## config.mk

```make
export PLATFORM = sky130hd
export DESIGN_NAME = vending_controller
export DESIGN_NICKNAME = d
export VERILOG_FILES = /design/src/rtl/vending_controller_pkg.sv /design/src/rtl/vending_controller_coin_decode.sv /design/src/rtl/vending_controller.sv
export SDC_FILE = /design/constraint.sdc
export NUM_CORES = 1
export LEC_CHECK = 0
export ABC_AREA = 1
export CAP_MARGIN = 40
export CORE_ASPECT_RATIO = 0.8
export CORE_MARGIN = 5
export CORE_UTILIZATION = 40
export CTS_CLUSTER_DIAMETER = 50
export DETAILED_ROUTE_END_ITERATION = 16
export PLACE_DENSITY = 0.64
export SLEW_MARGIN = 20
export SYNTH_ARGS = -nofsm -noshare
export SYNTH_HDL_FRONTEND = slang
export SYNTH_SLANG_ARGS = --single-unit
```

## constraint.sdc

```tcl
create_clock -name clk50 -period 3 [get_ports clk50]
set_input_delay 0.9 -clock clk50 [delete_from_list [all_inputs] [get_ports clk50]]
set_output_delay 0.9 -clock clk50 [all_outputs]
set_load 0.005 [all_outputs]
```

## src/rtl/vending_controller_pkg.sv

```systemverilog
// vending_controller_pkg
//   Shared definitions for the vending controller: coin codes, coin values
//   in cents, and the controller state encoding.
package vending_controller_pkg;

  // Coin codes as presented on the coin input and the change_coin output.
  localparam logic [2:0] COIN_NONE    = 3'd0;
  localparam logic [2:0] COIN_NICKEL  = 3'd1;
  localparam logic [2:0] COIN_DIME    = 3'd2;
  localparam logic [2:0] COIN_QUARTER = 3'd3;
  localparam logic [2:0] COIN_DOLLAR  = 3'd4;

  // Coin values in cents. Seven bits hold the largest coin (100).
  localparam int COIN_VAL_W = 7;
  localparam logic [COIN_VAL_W-1:0] VAL_NICKEL  = 7'd5;
  localparam logic [COIN_VAL_W-1:0] VAL_DIME    = 7'd10;
  localparam logic [COIN_VAL_W-1:0] VAL_QUARTER = 7'd25;
  localparam logic [COIN_VAL_W-1:0] VAL_DOLLAR  = 7'd100;

  // ST_IDLE: credit is zero. ST_CREDIT: credit above zero, accepting
  // coins/requests. ST_VEND: one-cycle dispense. ST_CHANGE: paying out.
  typedef enum logic [1:0] {
    ST_IDLE   = 2'd0,
    ST_CREDIT = 2'd1,
    ST_VEND   = 2'd2,
    ST_CHANGE = 2'd3
  } vend_state_t;

endpackage

```

## src/rtl/vending_controller_coin_decode.sv

```systemverilog
// vend_coin_decode
//   Combinational coin code to value map. Used both for inserted coins and
//   for the coin chosen by the change path.
// Ports:
//   code   in  3          coin code
//   value  out COIN_VAL_W value in cents (0 for none/invalid)
//   valid  out 1          code is a real coin (nickel..dollar)
module vend_coin_decode
  import vending_controller_pkg::*;
(
  input  logic [2:0]            code,
  output logic [COIN_VAL_W-1:0] value,
  output logic                  valid
);

  always_comb begin
    value = '0;
    valid = 1'b0;
    case (code)
      COIN_NICKEL:  begin value = VAL_NICKEL;  valid = 1'b1; end
      COIN_DIME:    begin value = VAL_DIME;    valid = 1'b1; end
      COIN_QUARTER: begin value = VAL_QUARTER; valid = 1'b1; end
      COIN_DOLLAR:  begin value = VAL_DOLLAR;  valid = 1'b1; end
      default:      begin value = '0;          valid = 1'b0; end
    endcase
  end

endmodule

```

## src/rtl/vending_controller.sv

```systemverilog
// vending_controller
//   Multi-product vending controller: accepts coins, tracks credit in cents,
//   vends one of NUM_PRODUCTS items at per-item prices, and pays change back
//   one coin per cycle (greedy quarter/dime/nickel). All outputs registered.
// Ports:
//   clk50         in  1         system clock, rising edge
//   reset         in  1         asynchronous active-high reset
//   coin          in  3         coin code (0 none, 1..4 coins, 5..7 invalid)
//   product       in  PROD_W    0 none, k selects item k-1
//   cancel        in  1         refund request (level)
//   dispense      out 1         one-cycle vend pulse
//   item          out PROD_W    index+1 of last vended item
//   credit        out CREDIT_W  current credit in cents
//   change_valid  out 1         a change coin is ejected this cycle
//   change_coin   out 3         code of the ejected coin
//   coin_reject   out 1         one-cycle pulse, inserted coin returned
//   busy          out 1         high in VEND and CHANGE
//
// Output strobes: dispense, change_valid and coin_reject are single-cycle
// valid pulses with no ready/back-pressure; the actuators must accept every
// pulse. item/change_coin are meaningful only while their strobe is high.
module vending_controller
  import vending_controller_pkg::*;
#(
  parameter int NUM_PRODUCTS = 4,
  parameter int PROD_W       = 4,
  parameter int CREDIT_W     = 8,
  parameter int MAX_CREDIT   = 200,
  parameter logic [NUM_PRODUCTS*CREDIT_W-1:0] PRICES = {8'd100, 8'd75, 8'd50, 8'd35}
) (
  input  logic                clk50,
  input  logic                reset,
  input  logic [2:0]          coin,
  input  logic [PROD_W-1:0]   product,
  input  logic                cancel,
  output logic                dispense,
  output logic [PROD_W-1:0]   item,
  output logic [CREDIT_W-1:0] credit,
  output logic                change_valid,
  output logic [2:0]          change_coin,
  output logic                coin_reject,
  output logic                busy
);

  vend_state_t state, state_nx;

  logic [2:0] coin_q;
  logic       prod_armed;

  logic                  coin_evt;
  logic [COIN_VAL_W-1:0] coin_value;
  logic                  coin_ok;
  logic [CREDIT_W:0]     coin_sum;
  logic                  coin_fits;

  logic                prod_valid;
  logic                prod_req;
  logic [CREDIT_W-1:0] sel_price;

  logic [2:0]            chg_code;
  logic [COIN_VAL_W-1:0] chg_value;
  logic                  chg_ok;

  // Actions chosen by the next-state logic for this cycle.
  logic accept_coin, reject_coin, do_vend, eject;

  logic [CREDIT_W-1:0] credit_nx;
  logic [PROD_W-1:0]   item_nx;
  logic [2:0]          change_coin_nx;
  logic                dispense_nx, change_valid_nx, coin_reject_nx, busy_nx, armed_nx;

  // A coin counts only on the cycle its code first appears after a zero.
  assign coin_evt = (coin != COIN_NONE) && (coin_q == COIN_NONE);

  vend_coin_decode u_coin_decode (
    .code  (coin),
    .value (coin_value),
    .valid (coin_ok)
  );

  // One extra bit so credit + dollar cannot wrap before the ceiling test.
  assign coin_sum  = (CREDIT_W+1)'(credit) + (CREDIT_W+1)'(coin_value);
  assign coin_fits = coin_ok && (coin_sum <= (CREDIT_W+1)'(MAX_CREDIT));

  // Price lookup; out-of-range product codes leave prod_valid low.
  always_comb begin
    sel_price  = '0;
    prod_valid = 1'b0;
    for (int i = 0; i < NUM_PRODUCTS; i++) begin
      if (product == PROD_W'(i + 1)) begin
        sel_price  = PRICES[i*CREDIT_W +: CREDIT_W];
        prod_valid = 1'b1;
      end
    end
  end

  assign prod_req = prod_valid && prod_armed;

  // Greedy change coin for the current credit. Credit is always a multiple
  // of 5, so the nickel branch is only reached with exactly 5 left.
  always_comb begin
    if (credit >= CREDIT_W'(VAL_QUARTER))   chg_code = COIN_QUARTER;
    else if (credit >= CREDIT_W'(VAL_DIME)) chg_code = COIN_DIME;
    else                                    chg_code = COIN_NICKEL;
  end

  vend_coin_decode u_change_decode (
    .code  (chg_code),
    .value (chg_value),
    .valid (chg_ok)
  );

  // State register.
  always_ff @(posedge clk50 or posedge reset) begin
    if (reset) state <= ST_IDLE;
    else       state <= state_nx;
  end

  // Next-state logic and per-cycle action selection.
  // In CREDIT the priority is cancel > coin > product; a product request
  // losing to a coin is simply re-evaluated next cycle if still held.
  // The first change coin is ejected on the edge that enters CHANGE, so
  // every CHANGE cycle carries exactly one coin.
  always_comb begin
    state_nx    = state;
    accept_coin = 1'b0;
    reject_coin = 1'b0;
    do_vend     = 1'b0;
    eject       = 1'b0;
    case (state)
      ST_IDLE: begin
        if (coin_evt) begin
          if (coin_fits) begin
            accept_coin = 1'b1;
            state_nx    = ST_CREDIT;
          end else begin
            reject_coin = 1'b1;
          end
        end
      end
      ST_CREDIT: begin
        if (cancel) begin
          // A coin arriving with the cancel is handed straight back.
          reject_coin = coin_evt;
          eject       = 1'b1;
          state_nx    = ST_CHANGE;
        end else if (coin_evt) begin
          if (coin_fits) accept_coin = 1'b1;
          else           reject_coin = 1'b1;
        end else if (prod_req && (credit >= sel_price)) begin
          do_vend  = 1'b1;
          state_nx = ST_VEND;
        end
      end
      ST_VEND: begin
        reject_coin = coin_evt;
        if (credit != '0) begin
          eject    = 1'b1;
          state_nx = ST_CHANGE;
        end else begin
          state_nx = ST_IDLE;
        end
      end
      ST_CHANGE: begin
        reject_coin = coin_evt;
        if (credit != '0) eject    = 1'b1;
        else              state_nx = ST_IDLE;
      end
      default: state_nx = ST_IDLE;
    endcase
  end

  // Output/data next values from the chosen actions.
  always_comb begin
    credit_nx = credit;
    if (accept_coin) credit_nx = coin_sum[CREDIT_W-1:0];
    if (do_vend)     credit_nx = credit - sel_price;
    if (eject)       credit_nx = credit - CREDIT_W'(chg_value);

    item_nx         = do_vend ? product : item;
    dispense_nx     = do_vend;
    change_valid_nx = eject && chg_ok;
    change_coin_nx  = eject ? chg_code : COIN_NONE;
    coin_reject_nx  = reject_coin;
    busy_nx         = (state_nx == ST_VEND) || (state_nx == ST_CHANGE);

    // Re-arm only after product returns to 0, so a held button vends once.
    if (do_vend)                 armed_nx = 1'b0;
    else if (product == '0)      armed_nx = 1'b1;
    else                         armed_nx = prod_armed;
  end

  // Registered outputs and datapath. coin_q resets to all-ones so a coin
  // held across reset release is never seen as a fresh insertion.
  always_ff @(posedge clk50 or posedge reset) begin
    if (reset) begin
      credit       <= '0;
      item         <= '0;
      dispense     <= 1'b0;
      change_valid <= 1'b0;
      change_coin  <= COIN_NONE;
      coin_reject  <= 1'b0;
      busy         <= 1'b0;
      coin_q       <= 3'b111;
      prod_armed   <= 1'b0;
    end else begin
      credit       <= credit_nx;
      item         <= item_nx;
      dispense     <= dispense_nx;
      change_valid <= change_valid_nx;
      change_coin  <= change_coin_nx;
      coin_reject  <= coin_reject_nx;
      busy         <= busy_nx;
      coin_q       <= coin;
      prod_armed   <= armed_nx;
    end
  end

endmodule

```

==> parameters.txt <==
Parameter                              Value

Global routing
  Number of antenna violations at the first check in global routing    0
  Maximum number of pins on one net before global-route repair    17
  GR Layer Usage met3    0.0349
  Global-route congestion overflow total    0
  Peak-usage layer in the global routing report    met2
  Number of global-route vias before repair    2,648
  M1 GR Usage    0.260
  Met2 GRT Util    0.350
  Global-route wire length before repair    12.4 mm
  Total global-route track usage    0.198

Worst setup path
  Highest-delay cell along the critical path    sky130_fd_sc_hd__dlygate4sd2_1
  Worst-case register-to-register setup slack    330 ps
  Reg-to-reg startpoint    credit[7]$_DFFE_PP0P_
  Worst Path Buf+Inv    5
  Reg2reg end    credit[6]$_DFFE_PP0P_
  Critical path's largest stage delay    270 ps
  Worst-path fanout max    4
  Data required time at the worst endpoint    3190 ps
  Endpoint class of the critical path    flop
  List of cells traversed by the critical path    dlygate4sd2_1 > nor2_4 > buf_4 > nor2_4 > o22ai_2 > ha_4 > nand2_1 > nand2_2 > a21oi_2 > nand3_2 > nand2_2 > nor2_4 > buf_6 > buf_4 > buf_4 > o211ai_1
  Crit Path Category    in -> reg
  Depth of the worst register-to-register path    15
  Arrival time reported for the critical path endpoint    3070 ps
  Kind of cell adding the most delay to the critical path    buffers and inverters
  Kind of launch point of the worst setup path    input pin

Pwr
  Total power    3.71 mW
  Leakage power    1.88 nW
  Power Density    1030 nW/µm²
  Worst ir drop on vdd    740 µV

Timing
  FMAX    0.347 GHz
  Post-route clock period utilization    0.961
  Number of pins exceeding their max-slew limit in the final report    0
  Clock period minus final worst setup slack    2880 ps
  Setup skew after layout    6.66 ps
  Number of hold violations in the final report    0
  Setup Total Neg Slack    0 ps
  Worst path setup slack after routing    116 ps
  Count of final setup violators    0
  Transition time of the tightest slew-check pin    651 ps
  Setup repair after global routing missed its margin    true
  Headroom to the max-slew limit    0.566

Placement
  Weighted congestion at the end of routability-driven global placement    0.945
  Setup WS pre-CTS    -525 ps
  Post-detailed-placement half-perimeter wirelength    5.64 mm
  Buffers added on ports    27

Final layout
  Proportion of layout cells with a drive suffix above 1    0.312
  Antenna Diode Count    0
  Number of inserted filler cells in the final layout    572
  Final core utilization    0.612
  Sequential cell area    604 µm²
  Highest-count cells in the layout ignoring fill and taps    sky130_fd_sc_hd__nand2_1, sky130_fd_sc_hd__buf_4, sky130_fd_sc_hd__inv_1
  Commonest non-fill, non-tap cell in the layout    sky130_fd_sc_hd__nand2_1
  Layout Area Growth over Synthesis    49.1%
  Multi-input gate area    1730 µm²
  Final layout net count    504

Worst hold path
  Hold Crit Class    reg -> reg
  Hold-critical path depth    2
  Endpoint with the worst hold slack    item[2]$_DFFE_PP0P_
  Hold path start    item[2]$_DFFE_PP0P_

Routing
  Total wire length after detailed routing    7.68 mm
  First-pass detailed-route iteration total    4
  Number of violations reported at the end of detailed-routing iteration 0    212
  Drt via density    4.92
  Number of antenna-violating nets in the routed design    0
  DRC    0
  Average detailed-routed wire length per instance    13.9 µm
  Routed via count    2,717

Synthesis
  Warnings from Yosys    0
  Flops & latches, synth    24
  Netlist area before placement    2410 µm²
  Synthesized net count    400
  Synth unique cells    33
  Synthesized instance count    368
  Syn Area/Cell    6.56 µm²
  Register area share after synthesis    0.250

Clocking
  CTS HTree Levels    1
  Cts bufs inserted    3
  CTS Root Buffer Type    sky130_fd_sc_hd__clkbuf_8
  Clock input transition at the sequential cells of the worst setup and hold paths    90 ps
  CTS sink count    24
  Clock network latency to the later pin of the worst-skew pair    280 ps
  CTS tree    built
  Number of buffers on the longest clock path    2

Die
  Overall die area    7700 µm²
  Vertical extent of the die    79.5 µm
  X dimension of the die    96.9 µm
  Standard cell core area    5880 µm²
  Io pins    29
  Num rows    25
  Starting Density    0.411

Status
  Status    finished, final reports clean

Job
  Reported max-cap violation count    0
==> cell families (layout without fill, tap and decap cells) <==
| group | Yosys count | after routing | synth area share |
|---|---|---|---|
| AND/OR/NAND/NOR | 223 | 224 | 0.428 |
| XOR/XNOR | 5 | 5 | 0.0181 |
| AO/OA/AOI/OAI | 28 | 28 | 0.0648 |
| flip-flops | 24 | 24 | 0.250 |
| other | 1 | 1 | 0.00155 |
| buffers and inverters | 65 | 167 | 0.114 |
| adder cells (fa/ha/maj) | 22 | 22 | 0.123 |
==> worst min-delay path: stages (launching register included) <==
cell,delay [ps]
sky130_fd_sc_hd__dfrtp_1,350
sky130_fd_sc_hd__nand2_1,50
sky130_fd_sc_hd__o21ai_0,50
==> report_power, final <==
group	leakage (nW)	internal [mW]	total, mW	switching (mW)
Combinational	1.57	1.32	2.80	1.48
Clock	0.0357	0.179	0.299	0.120
Sequential	0.275	0.458	0.615	0.158
Total	1.88	1.96	3.71	1.76
==> layer usage <==
layer	vias up	routed length [µm]	part of all wire
li1	1376	-	-
met1	1270	3600	0.47
met2	65	3640	0.47
met3	6	385	0.050
met4	0	57	0.0074
met5	-	0	0
==> synthesized netlist by cell type, drive strengths merged <==
cell type | n | area share
nand2 | 122 | 0.19
clkbuf | 1 | 0.0057
xor2 | 1 | 0.0036
dfrtp | 21 | 0.22
ha | 19 | 0.098
nor3 | 1 | 0.0021
xnor2 | 4 | 0.015
dfstp | 3 | 0.033
conb | 1 | 0.0016
nand3b | 5 | 0.016
nand4 | 8 | 0.033
nand3 | 43 | 0.091
fa | 3 | 0.025
nor2 | 40 | 0.082
o211ai | 1 | 0.0031
clkinv | 1 | 0.0016
o21ai | 9 | 0.023
o22ai | 1 | 0.0026
inv | 60 | 0.094
or2 | 4 | 0.010
a31oi | 1 | 0.0026
buf | 3 | 0.012
a21oi | 16 | 0.033
==> flip-flops by register name, summed over array words and instances (netlist names) <==
signal,cells
change_coin,2
change_valid,1
credit,8
coin_q,3
state,2
busy,1
prod_armed,1
coin_reject,1
item,4
dispense,1
==> cell type report <==
| class | instances | share of cell area |
|---|---|---|
| multi-input cells | 280 | 0.482 |
| repair buffers | 102 | 0.238 |
| flip-flops and latches | 24 | 0.168 |
| inverters | 61 | 0.0643 |
| well taps | 81 | 0.0281 |
| clock buffers | 3 | 0.0115 |
| clock inverters | 1 | 0.00834 |
==> how the worst max path moves through the flow <==
stage / start / end / slack, ps / cells past startpoint
CTS: product[1] / state[0]$_DFF_PP0_ / 40 / 16
detailed placement: coin[0] / credit[3]$_DFFE_PP0P_ / -520 / 18
finish: product[0] / state[0]$_DFF_PP0_ / 120 / 16
floorplan: product[2] / credit[0]$_DFFE_PP0P_ / 270 / 16
global placement: coin[0] / credit[1]$_DFFE_PP0P_ / -490 / 18
global route: product[0] / credit[2]$_DFFE_PP0P_ / -20 / 19
==> metrics by stage <==
step	instance area, µm²	cells	hold slack [ps]
floorplan	2410	368	476
global placement	3230	535	465
detailed placement	3230	535	475
CTS	3520	551	498
global route	3600	552	532
finish	3600	552	488
==> what timing repair did <==
action	CTS	global route
resized for setup	45	11
setup buffers	11	1
gates cloned	1	0
hold endpoints to repair	0	0
pin swaps	30	9
endpoints found under the setup margin	15	10
hold buffers	0	0
Note: power is estimated with default switching activity, not from simulation.
==> patch 1 (config.mk and constraints unchanged) <==
`CREDIT_W`: 8 -> 12.
--- a/src/rtl/vending_controller.sv
+++ b/src/rtl/vending_controller.sv
@@ -24,7 +24,7 @@
 #(
   parameter int NUM_PRODUCTS = 4,
   parameter int PROD_W       = 4,
-  parameter int CREDIT_W     = 8,
+  parameter int CREDIT_W     = 12,
   parameter int MAX_CREDIT   = 200,
   parameter logic [NUM_PRODUCTS*CREDIT_W-1:0] PRICES = {8'd100, 8'd75, 8'd50, 8'd35}
 ) (
Interface: changed (resized credit); port bits go from 29 to 33. The function was not compared with the original's and may differ.
==> patch 1 against the original RTL <==
- power up 26%
- routed wire length grew 33%
- largest power group unchanged
- clock power grew 7.4%
- critical path depth up 5
- cell count is 33% higher
- synthesized cell count increased by 34%
- utilization increased by 2.6 points
- design area increased by 33%
- worst setup slack got worse by 160 ps
- global-route usage grew 1.2 points
- sequential cell count up 4
- count of clock-buffer cells in the layout stayed put
- area after synthesis increased by 30%
- the flow now finishes with violations (setup timing)
==> patch 1: results <==
export IMPL_outcome="finished with violations"
export IMPL_violations="setup timing"
export IMPL_first_global_vias=3514
export IMPL_r2r_end="credit[7]$_DFFE_PP0P_"
export IMPL_use_met3_pct=2.527
export IMPL_finalWorstSetupSlack_ps=-43.03
export IMPL_min_to="item[3]$_DFFE_PP0P_"
export IMPL_hp_start="item[3]$_DFFE_PP0P_"
export IMPL_nFillCells=691
export IMPL_ys_types=42
export IMPL_pg_comb_mw=3.79
export IMPL_finalSetupViolations=13
export IMPL_nNetsFinal=662
export IMPL_leakage_nw=2.436
export IMPL_drive_gt1_share_pct=37.32
export IMPL_synth_fa_ha_area_share_pct=10.29
export IMPL_drt_total_wl_um=10240
export IMPL_power_switching_mw=2.239
export IMPL_reg_top3="credit: 12 flops, item: 4 flops, coin_q: 3 flops"
export IMPL_dr_first_iter_drc_count=268
export IMPL_synth_compound_area_share_pct=8.453
export IMPL_r2r_cells=19
export IMPL_gp_congestion=0.8731
export IMPL_dr_pass1_iters=5
export IMPL_cpPeakStageDelay_ps=230
export IMPL_grt_usage_pct=20.97
export IMPL_synthXorXnorAreaFrac_pct=3.030
export IMPL_wl_met2_um=4830
export IMPL_syn_nets=528
export IMPL_worst_path_stages=21
export IMPL_ir_drop_v=0.0005803
export IMPL_vias=3605
export IMPL_post_place_cells=700
export IMPL_port_buffers=31
export IMPL_met1_usage_pct=29.07
export IMPL_rr_startpoint="credit[10]$_DFFE_PP0P_"
export IMPL_ys_seq_area_share_pct=22.45
export IMPL_endpoint="credit[5]$_DFFE_PP0P_"
export IMPL_rrSetupSlack_ps=110
export IMPL_critPathSlowestCell="or2_4"
export IMPL_grtUsageMet2_pct=35.90
patch 1: cell count changes after synthesis, moves of 3 or more:
cell and delta:
or2_2 +3, nand2_2 +15, nor2_1 +11, nand3_1 +15, inv_2 +3, nand2_1 +29
xor2_1 +6, nor3_1 +3, inv_1 +15, dfrtp_1 +4, nand3b_1 -4, a21oi_1 +4
o21ai_0 +6
patch 1: stage by stage:
| stage | util, % | setup TNS [ps] | setup slack [ps] | hold slack, ps | cell area (sq um) |
|---|---|---|---|---|---|
| after floorplan | - | 0 | 1.191 | 459.7 | 3187 |
| after global placement | 54.78 | -13250 | -850.3 | 453.0 | 4126 |
| after detailed placement | 54.78 | -15270 | -905.9 | 455.1 | 4126 |
| after CTS | 60.58 | -73.79 | -22.21 | 483.2 | 4563 |
| after global routing | 63.82 | -2458 | -176.3 | 529.6 | 4807 |
| final | 63.82 | -294.0 | -43.03 | 480.2 | 4807 |
patch 1: kinds of logic (layout without fill, tap and decap cells):
group | after synthesis | count (layout)
simple gates | 297 | 297
buf+inv | 89 | 222
compound gates | 45 | 45
flops | 28 | 28
fa+ha+maj | 24 | 24
xor+xnor | 10 | 10
other cells | 1 | 1
patch 1: what timing repair did:
item | CTS | global route
hold buffers | 0 | 0
gates resized for setup | 73 | 41
hold endpoints to repair | 0 | 0
endpoints found under the setup margin | 21 | 19
cloned | 2 | 0
buffers inserted | 17 | 9
pin swaps | 29 | 28
patch 1: layout make-up:
cell class	instances	area, sq um	share of cell area [%]
inverters	78	315.3	6.559
flip-flops and latches	28	704.4	14.65
multi-input cells	377	2412	50.18
clock buffers	3	41.29	0.8589
repair buffers	140	1172	24.39
clock inverters	1	30.03	0.6247
well taps	105	131.4	2.733
==> patch 2 (same flow settings) <==
Without the edit above. Make the reset (`reset`) synchronous in 2 clocked blocks. Comments in the files are not updated.
--- a/src/rtl/vending_controller.sv
+++ b/src/rtl/vending_controller.sv
@@ -111,7 +111,7 @@
   );
 
   // State register.
-  always_ff @(posedge clk50 or posedge reset) begin
+  always_ff @(posedge clk50) begin
     if (reset) state <= ST_IDLE;
     else       state <= state_nx;
   end
@@ -192,7 +192,7 @@
 
   // Registered outputs and datapath. coin_q resets to all-ones so a coin
   // held across reset release is never seen as a fresh insertion.
-  always_ff @(posedge clk50 or posedge reset) begin
+  always_ff @(posedge clk50) begin
     if (reset) begin
       credit       <= '0;
       item         <= '0;
Formal check against the unedited RTL: differs if reset is asserted again (counterexample within 4 cycles, from zero or initial values and one cycle with reset high); with reset held inactive, the same outputs for 10 cycles.
==> patch 2 against the original RTL <==
- sequential cell count unchanged
- register-to-register slack about the same
- first-iteration DRC count down 42%
- via count down 2.1%
- design area down 3.7%
- area after synthesis down 3.1%
- clock skew down 2.9 ps
- worst setup slack worse by 2.8 ps
- routed wire length down 5.5%
- critical endpoint is now credit[4]$_SDFFE_PP0P_
- highest routed layer unchanged
Power is left out: it rests on default switching activity, and per cell area and clock period it moved more than threefold.
==> patch 2: results <==
export IMPL_multi_input_cells=289
export IMPL_placed_area_sq_um=3172
export IMPL_r2r_end="credit[6]$_SDFFE_PP0P_"
export IMPL_skew_ps=3.730
export IMPL_fmax_ghz=0.3463
export IMPL_multi_input_area_sq_um=1779
export IMPL_nNetsFinal=514
export IMPL_slew_headroom_pct=62.64
export IMPL_buffers=99
export IMPL_vias=2661
export IMPL_buf_share_pct=22.73
export IMPL_ys_seq_area_share_pct=20.53
export IMPL_avgRoutedWirePerCell_um=12.99
export IMPL_reg_top3="credit: 8 flops, item: 4 flops, coin_q: 3 flops"
export IMPL_async_reset_ff_share_pct=0
export IMPL_port_buffers=27
export IMPL_worst_hold_slack_ps=463.9
export IMPL_endpoint="credit[4]$_SDFFE_PP0P_"
export IMPL_gp_congestion=0.8634
export IMPL_critPathSlowestCell="fa_2"
export IMPL_die_area_sq_um=7488
export IMPL_nonClockInverterCount=65
export IMPL_seq_area_share_pct=13.85
export IMPL_rr_startpoint="credit[0]$_SDFFE_PP0P_"
export IMPL_dr_first_iter_drc_count=122
export IMPL_first_global_vias=2452
export IMPL_r2r_cells=14
export IMPL_outcome="complete, no violations"
export IMPL_crit_fanout=8
export IMPL_post_place_cells=548
export IMPL_grt_pass1_wl_um=11610
export IMPL_synth_common_cells="nand2_1, inv_1, nand3_1"
export IMPL_drive_gt1_share_pct=30.56
export IMPL_crit_family="simple AND/OR/NAND/NOR gates"
export IMPL_yosys_top_cells_area="dfxtp_1, nand2_1, ha_1, inv_1, nand3_1"
export IMPL_arrival_ps=3060
export IMPL_cpPeakStageDelay_ps=350
export IMPL_hp_start="item[3]$_SDFFE_PP0P_"
export IMPL_vias_per_cell=4.760
export IMPL_grt_usage_pct=19.70
export IMPL_clk_share_pct=2.056
export IMPL_min_to="item[3]$_SDFFE_PP0P_"
export IMPL_ys_types=36
export IMPL_dp_hpwl_um=5815
export IMPL_nFillCells=500
export IMPL_seq_area_sq_um=480.5
[patch 2: cell families (layout without fill, tap and decap cells)]
| group | after synthesis | count (layout) | share of synthesized area, % |
|---|---|---|---|
| DFF | 24 | 24 | 20.53 |
| buffers and inverters | 69 | 168 | 11.98 |
| adders and majority gates | 22 | 22 | 12.73 |
| xor gates and xnor gates | 7 | 7 | 2.620 |
| and+or+nand+nor | 222 | 223 | 42.83 |
| other | 1 | 1 | 0.1603 |
| AOI/OAI and AO/OA | 36 | 36 | 9.145 |
[patch 2: what timing repair did]
action / CTS / global route
hold endpoints to repair: 0 / 0
endpoints found under the setup margin: 18 / 11
pin swaps: 7 / 15
cloned: 0 / 1
buffers inserted: 2 / 4
gates resized for setup: 27 / 45
[patch 2: metal layers]
layer | GRT usage [%] | routed length (um)
met1 | 28.22 | 3292
met2 | 31.59 | 3366
met3 | 2.677 | 541
met4 | 3.977 | 61
met5 | 0 | 0
